--- src/rtl/instruction_fetch_unit.sv ---
// Instruction fetch sequencer: PC, memory read sequencing, prefetch FIFO, redirect flush.
// Optional perf counters (fetch_count_o, stall_count_o) when FETCH_PERF_CNT_EN is defined.
module instruction_fetch_unit #(
  parameter int unsigned           ADDR_WIDTH  = 8,
  parameter logic [ADDR_WIDTH-1:0] RESET_PC    = '0,
  parameter int unsigned           MEM_LATENCY = 0,
  parameter int unsigned           FIFO_DEPTH  = 2
) (
  input  logic                  clk,
  input  logic                  rst_n,
  output logic [ADDR_WIDTH-1:0] read_address_o,
  input  logic [31:0]           instruction_i,
  input  logic                  redirect_valid_i,
  input  logic [ADDR_WIDTH-1:0] redirect_pc_i,
  output logic                  inst_valid_o,
  output logic [31:0]           inst_data_o,
  output logic [ADDR_WIDTH-1:0] inst_pc_o,
  input  logic                  inst_ready_i,
  output logic                  misaligned_err_o
`ifdef FETCH_PERF_CNT_EN
  ,
  output logic [15:0]           fetch_count_o,
  output logic [15:0]           stall_count_o
`endif
);

  localparam int unsigned PW = $clog2(FIFO_DEPTH);
  localparam int unsigned CW = PW + 1;
  localparam logic [2:0]  LAT_LAST = (MEM_LATENCY == 0) ? 3'd0 : 3'(MEM_LATENCY - 1);

  typedef enum logic [1:0] {S_ISSUE, S_WAIT, S_FULL} state_t;

  state_t                state_q, state_d;
  logic [2:0]            wcnt_q, wcnt_d;
  logic [ADDR_WIDTH-1:0] pc_q, pc_d;
  logic                  err_q;

  logic [31:0]           data_q [FIFO_DEPTH];
  logic [ADDR_WIDTH-1:0] tag_q  [FIFO_DEPTH];
  logic [PW-1:0]         rd_ptr_q, wr_ptr_q;
  logic [CW-1:0]         count_q;

  logic pop, space, push;

  assign inst_valid_o     = (count_q != '0);
  assign inst_data_o      = data_q[rd_ptr_q];
  assign inst_pc_o        = tag_q[rd_ptr_q];
  assign read_address_o   = pc_q;
  assign misaligned_err_o = err_q;

  assign pop   = inst_valid_o & inst_ready_i;
  assign space = (count_q < CW'(FIFO_DEPTH)) | pop;

  always_comb begin
    state_d = state_q;
    wcnt_d  = wcnt_q;
    pc_d    = pc_q;
    push    = 1'b0;
    unique case (state_q)
      S_ISSUE: begin
        if (!space) begin
          state_d = S_FULL;
        end else if (MEM_LATENCY == 0) begin
          push = 1'b1;
        end else begin
          state_d = S_WAIT;
          wcnt_d  = '0;
        end
      end
      S_WAIT: begin
        // Space was reserved on entry; the FIFO cannot fill while waiting.
        if (wcnt_q == LAT_LAST) begin
          push    = 1'b1;
          wcnt_d  = '0;
          state_d = S_ISSUE;
        end else begin
          wcnt_d = wcnt_q + 3'd1;
        end
      end
      S_FULL: begin
        if (pop) state_d = S_ISSUE;
      end
      default: state_d = S_ISSUE;
    endcase
    if (push) pc_d = pc_q + ADDR_WIDTH'(4);
    if (redirect_valid_i) begin
      push    = 1'b0;
      state_d = S_ISSUE;
      wcnt_d  = '0;
      pc_d    = {redirect_pc_i[ADDR_WIDTH-1:2], 2'b00};
    end
  end

  always_ff @(posedge clk or negedge rst_n) begin
    if (!rst_n) begin
      state_q  <= S_ISSUE;
      wcnt_q   <= '0;
      pc_q     <= RESET_PC;
      err_q    <= 1'b0;
      rd_ptr_q <= '0;
      wr_ptr_q <= '0;
      count_q  <= '0;
      for (int unsigned i = 0; i < FIFO_DEPTH; i++) begin
        data_q[i] <= '0;
        tag_q[i]  <= '0;
      end
    end else begin
      state_q <= state_d;
      wcnt_q  <= wcnt_d;
      pc_q    <= pc_d;
      if (redirect_valid_i && (redirect_pc_i[1:0] != 2'b00)) err_q <= 1'b1;
      if (redirect_valid_i) begin
        rd_ptr_q <= '0;
        wr_ptr_q <= '0;
        count_q  <= '0;
      end else begin
        if (push) begin
          data_q[wr_ptr_q] <= instruction_i;
          tag_q[wr_ptr_q]  <= pc_q;
          wr_ptr_q         <= wr_ptr_q + PW'(1);
        end
        if (pop) rd_ptr_q <= rd_ptr_q + PW'(1);
        if (push && !pop)      count_q <= count_q + CW'(1);
        else if (!push && pop) count_q <= count_q - CW'(1);
      end
    end
  end

`ifdef FETCH_PERF_CNT_EN
  logic [15:0] fetch_cnt_q, stall_cnt_q;

  assign fetch_count_o = fetch_cnt_q;
  assign stall_count_o = stall_cnt_q;

  always_ff @(posedge clk or negedge rst_n) begin
    if (!rst_n) begin
      fetch_cnt_q <= '0;
      stall_cnt_q <= '0;
    end else begin
      if (push && (fetch_cnt_q != '1))             fetch_cnt_q <= fetch_cnt_q + 16'd1;
      if ((state_q == S_FULL) && (stall_cnt_q != '1)) stall_cnt_q <= stall_cnt_q + 16'd1;
    end
  end
`endif

endmodule
--- config.mk ---
export PLATFORM = sky130hd
export DESIGN_NAME = instruction_fetch_unit
export DESIGN_NICKNAME = d
export VERILOG_FILES = /design/src/rtl/instruction_fetch_unit.sv
export SDC_FILE = /design/constraint.sdc
export NUM_CORES = 1
export LEC_CHECK = 0
export CAP_MARGIN = 20
export CORE_MARGIN = 1
export CORE_UTILIZATION = 25
export CTS_CLUSTER_SIZE = 28
export DETAILED_ROUTE_END_ITERATION = 7
export GPL_TIMING_DRIVEN = 0
export PLACE_DENSITY = 0.44
export RECOVER_POWER = 100
export SLEW_MARGIN = 30
export SYNTH_ARGS = -nofsm -noshare
export SYNTH_HDL_FRONTEND = slang
export SYNTH_SLANG_ARGS = --single-unit
--- constraint.sdc ---
create_clock -name clk -period 2.31 [get_ports clk]
set_input_delay 0.462 -clock clk [delete_from_list [all_inputs] [get_ports clk]]
set_output_delay 0.462 -clock clk [all_outputs]
set_load 0.005 [all_outputs]
==> out/results.tsv <==
stage	metric	value	unit
worst_setup_path	worst_setup_path_start_kind	flip-flop	
clocking	cts_num_sinks	88	
floorplan	die_x	131	um
timing	hold_violations	0	
timing	max_slew_margin	32.6	%
drt	vias	2599	
timing	final-setup-viol-count	0	
clocking	numCtsBuffers	9	
drt	routedWlPerCell	15.9	um
global_routing	overflow	0	
worst_setup_path	r2r_cells	5	
clocking	clock_path_buffers	2	
placed_design	postPlaceCellArea	5380	sq um
min_path	holdCritPathClass	input port to async pin	
timing	rsz0062_at_grt	true	
power	powerDensity	1030	nW/um^2
worst_setup_path	regToRegStartpoint	count_q[1]$_DFFE_PN0P_	
flow_run	maxCapViolations	0	
cells_and_area	drive_above_1_share	38.8	%
cells_and_area	fill_cells	1589	
yosys	yosysSeqAreaShare	52.6	%
clocking	htreeDepth	3	
yosys	ys_ff_latch	88	
worst_setup_path	cp-end-kind	output port	
timing	clock.fmax	443	MHz
cells_and_area	seq_area	2200	sq um
global_routing	grt_pass1_wl	16100	um
status	status	finished, final reports clean	
worst_setup_path	critPathArrivalTime	1.79	ns
yosys	synth-async-reset-ratio	100	%
timing	min_period	2.26	ns
global_routing	grt_pass1_vias	2908	
cells_and_area	final_cell_mix	dfrtp_1 (87), mux2_2 (74), clkdlybuf4s50_1 (59), mux2_4 (40), dlygate4sd3_1 (10)	
yosys	synth_top_flop_cell	dfrtp_1	
clocking	clockRootBuffer	clkbuf_16	
floorplan	initial_core_util	26.0	%
placed_design	hpwl	6550	um
placed_design	placement.io_buffers	88	
drt	drc	0	
global_routing	grt_max_degree	51	
global_routing	antenna_found_initial	0	
drt	firstDrtPassIters	6	
cells_and_area	final_area	5660	sq um
yosys	synth.top_cell.area_share	52.6	%
drt	vias_per_cell	4.27	
timing	finalClockSkew	0.00278	ns
floorplan	fp.dieH	131	um
timing	finalCritPeriodShare	97.6	%
cells_and_area	syn2layout_area_growth	35.3	%
yosys	syn_area	4180	sq um
drt	routed_wl	9650	um
cells_and_area	multi_input_area	1790	sq um
floorplan	core_area	16100	sq um
cells_and_area	postLayoutCoreUtil	35.1	%
clocking	cts_tree	built	
global_routing	grt_util_all_layers	12.1	%
yosys	synthTopCellsByArea	dfrtp_1 (53%), mux2_2 (20%), mux2_4 (14%), buf_12 (1.4%), buf_6 (1.1%)	
cells_and_area	diodes	0	
timing	worst_slew_pin_slew	1.01	ns
worst_setup_path	crit_required	1.85	ns
drt	drt_iter0_markers	84	
cells_and_area	layout.cells.most_common	dfrtp_1	
worst_setup_path	reg2reg_slack	0.42	ns
yosys	yosys_warnings	0	
timing	setup-tns-final	0	ns
floorplan	dieArea	17300	sq um
yosys	netlist-cell-type-count	33	
cells_and_area	nNetsFinal	432	
clocking	path_clk_slew	0.06	ns
clocking	clk_latency	0.34	ns
timing	slew_viol_final	0	
power	vdd_drop_max	0.417	mV
worst_setup_path	path_class	flip-flop to output port	
yosys	synth_cells	282	
yosys	synth_area_leader_cell	dfrtp_1	
placed_design	globalplace.congestion	0.719	
drt	ant_nets	0	
worst_setup_path	r2r_end	data_q[50]$_DFFE_PN0P_	
power	p_leak	0.00240	uW
yosys	avgSynthCellArea	14.8	sq um
power	total_power	5860	uW
worst_setup_path	critPathMaxFanout	10	
floorplan	pin_count	94	
yosys	synth_edf_count	0	
floorplan	fp-row-count	46	
logic make-up after synthesis:
kind of cell / Yosys count / share of synthesized area, %
buffers and inverters: 23 / 4.52
adder cells (fa/ha/maj): 1 / 0.299
other: 1 / 0.0896
flip-flops: 88 / 52.6
AND/OR/NAND/NOR: 34 / 5.05
XOR/XNOR: 1 / 0.209
AO/OA/AOI/OAI: 19 / 2.69
multiplexers: 115 / 34.5
synth_stat cells, types with 2 or more instances:
master / instances
a21oi_1: 3
a31oi_1: 5
buf_12: 3
buf_2: 4
buf_4: 5
buf_6: 4
clkbuf_1: 4
dfrtp_1: 88
inv_1: 2
mux2_2: 74
mux2_4: 40
nand2_1: 4
nand2b_1: 4
nand3_1: 3
nand4_1: 2
nor2_1: 9
o21ai_0: 7
o31ai_1: 3
or3_1: 2
or4_1: 3
registers in the layout, indices dropped and copies added, names as in the netlist:
register / count
data_q: 64
tag_q: 12
read_address_o: 6
count_q: 2
misaligned_err_o: 1
rd_ptr_q: 1
state_q: 1
wr_ptr_q: 1
metrics by stage:
stage | setup WS (ns) | instances | hold WS, ns
2_1_floorplan | 0.638 | 285 | 0.166
3_3_place_gp | -2.72 | 589 | 0.455
3_5_place_dp | -0.109 | 590 | 0.400
4_1_cts | -0.0161 | 608 | 0.0169
5_1_grt | -0.0163 | 608 | 0.359
6_report | 0.0547 | 608 | 0.276
repair_timing:
action                     CTS  global route
resized for setup           19            15
hold buffers                 0             0
buffers inserted             2             0
setup endpoints to repair   38            19
worst max-delay path, stage by stage, from the launching register on:
cell             delay [ns]
dfrtp_2                0.42
clkbuf_8               0.21
mux2_2                 0.34
clkdlybuf4s50_1        0.48
area by class of cell:
type                            count  share of cell area (%)
Multi-Input combinational cell    174                    31.7
Buffer                             20                    3.25
Inverter                            3                   0.199
Tap cell                          216                    4.77
Clock buffer                       14                    4.84
Sequential cell                    88                    38.9
Timing Repair Buffer               91                    16.1
Clock inverter                      2                   0.221
layer usage:
metal | part of all wire (%) | GRT usage, % | vias up | wire length (um)
met3 | 5.1 | 4.36 | 5 | 489
li1 | - | - | 1208 | -
met1 | 48 | 15.7 | 1313 | 4600
met5 | 0 | 0 | - | 0
met4 | 1.0 | 3.29 | 0 | 98
met2 | 46 | 19.0 | 73 | 4460
worst max path at each step:
stage,from,endpoint,slack [ns]
6_report,rd_ptr_q$_DFFE_PN0P_,inst_data_o[31],0.05
5_1_grt,rd_ptr_q$_DFFE_PN0P_,inst_data_o[16],-0.02
4_1_cts,rd_ptr_q$_DFFE_PN0P_,inst_data_o[20],-0.02
3_5_place_dp,rd_ptr_q$_DFFE_PN0P_,inst_pc_o[4],-0.11
3_3_place_gp,rst_n,data_q[5]$_DFFE_PN0P_,-2.72
2_1_floorplan,redirect_valid_i,data_q[42]$_DFFE_PN0P_,0.64
power by group:
group          internal [uW]  leakage, uW  switching, uW
combinational           1410      0.00123            653
clock                    817     0.000139            592
sequential              2090      0.00103            296
Power figures use the tool's default switching activity.
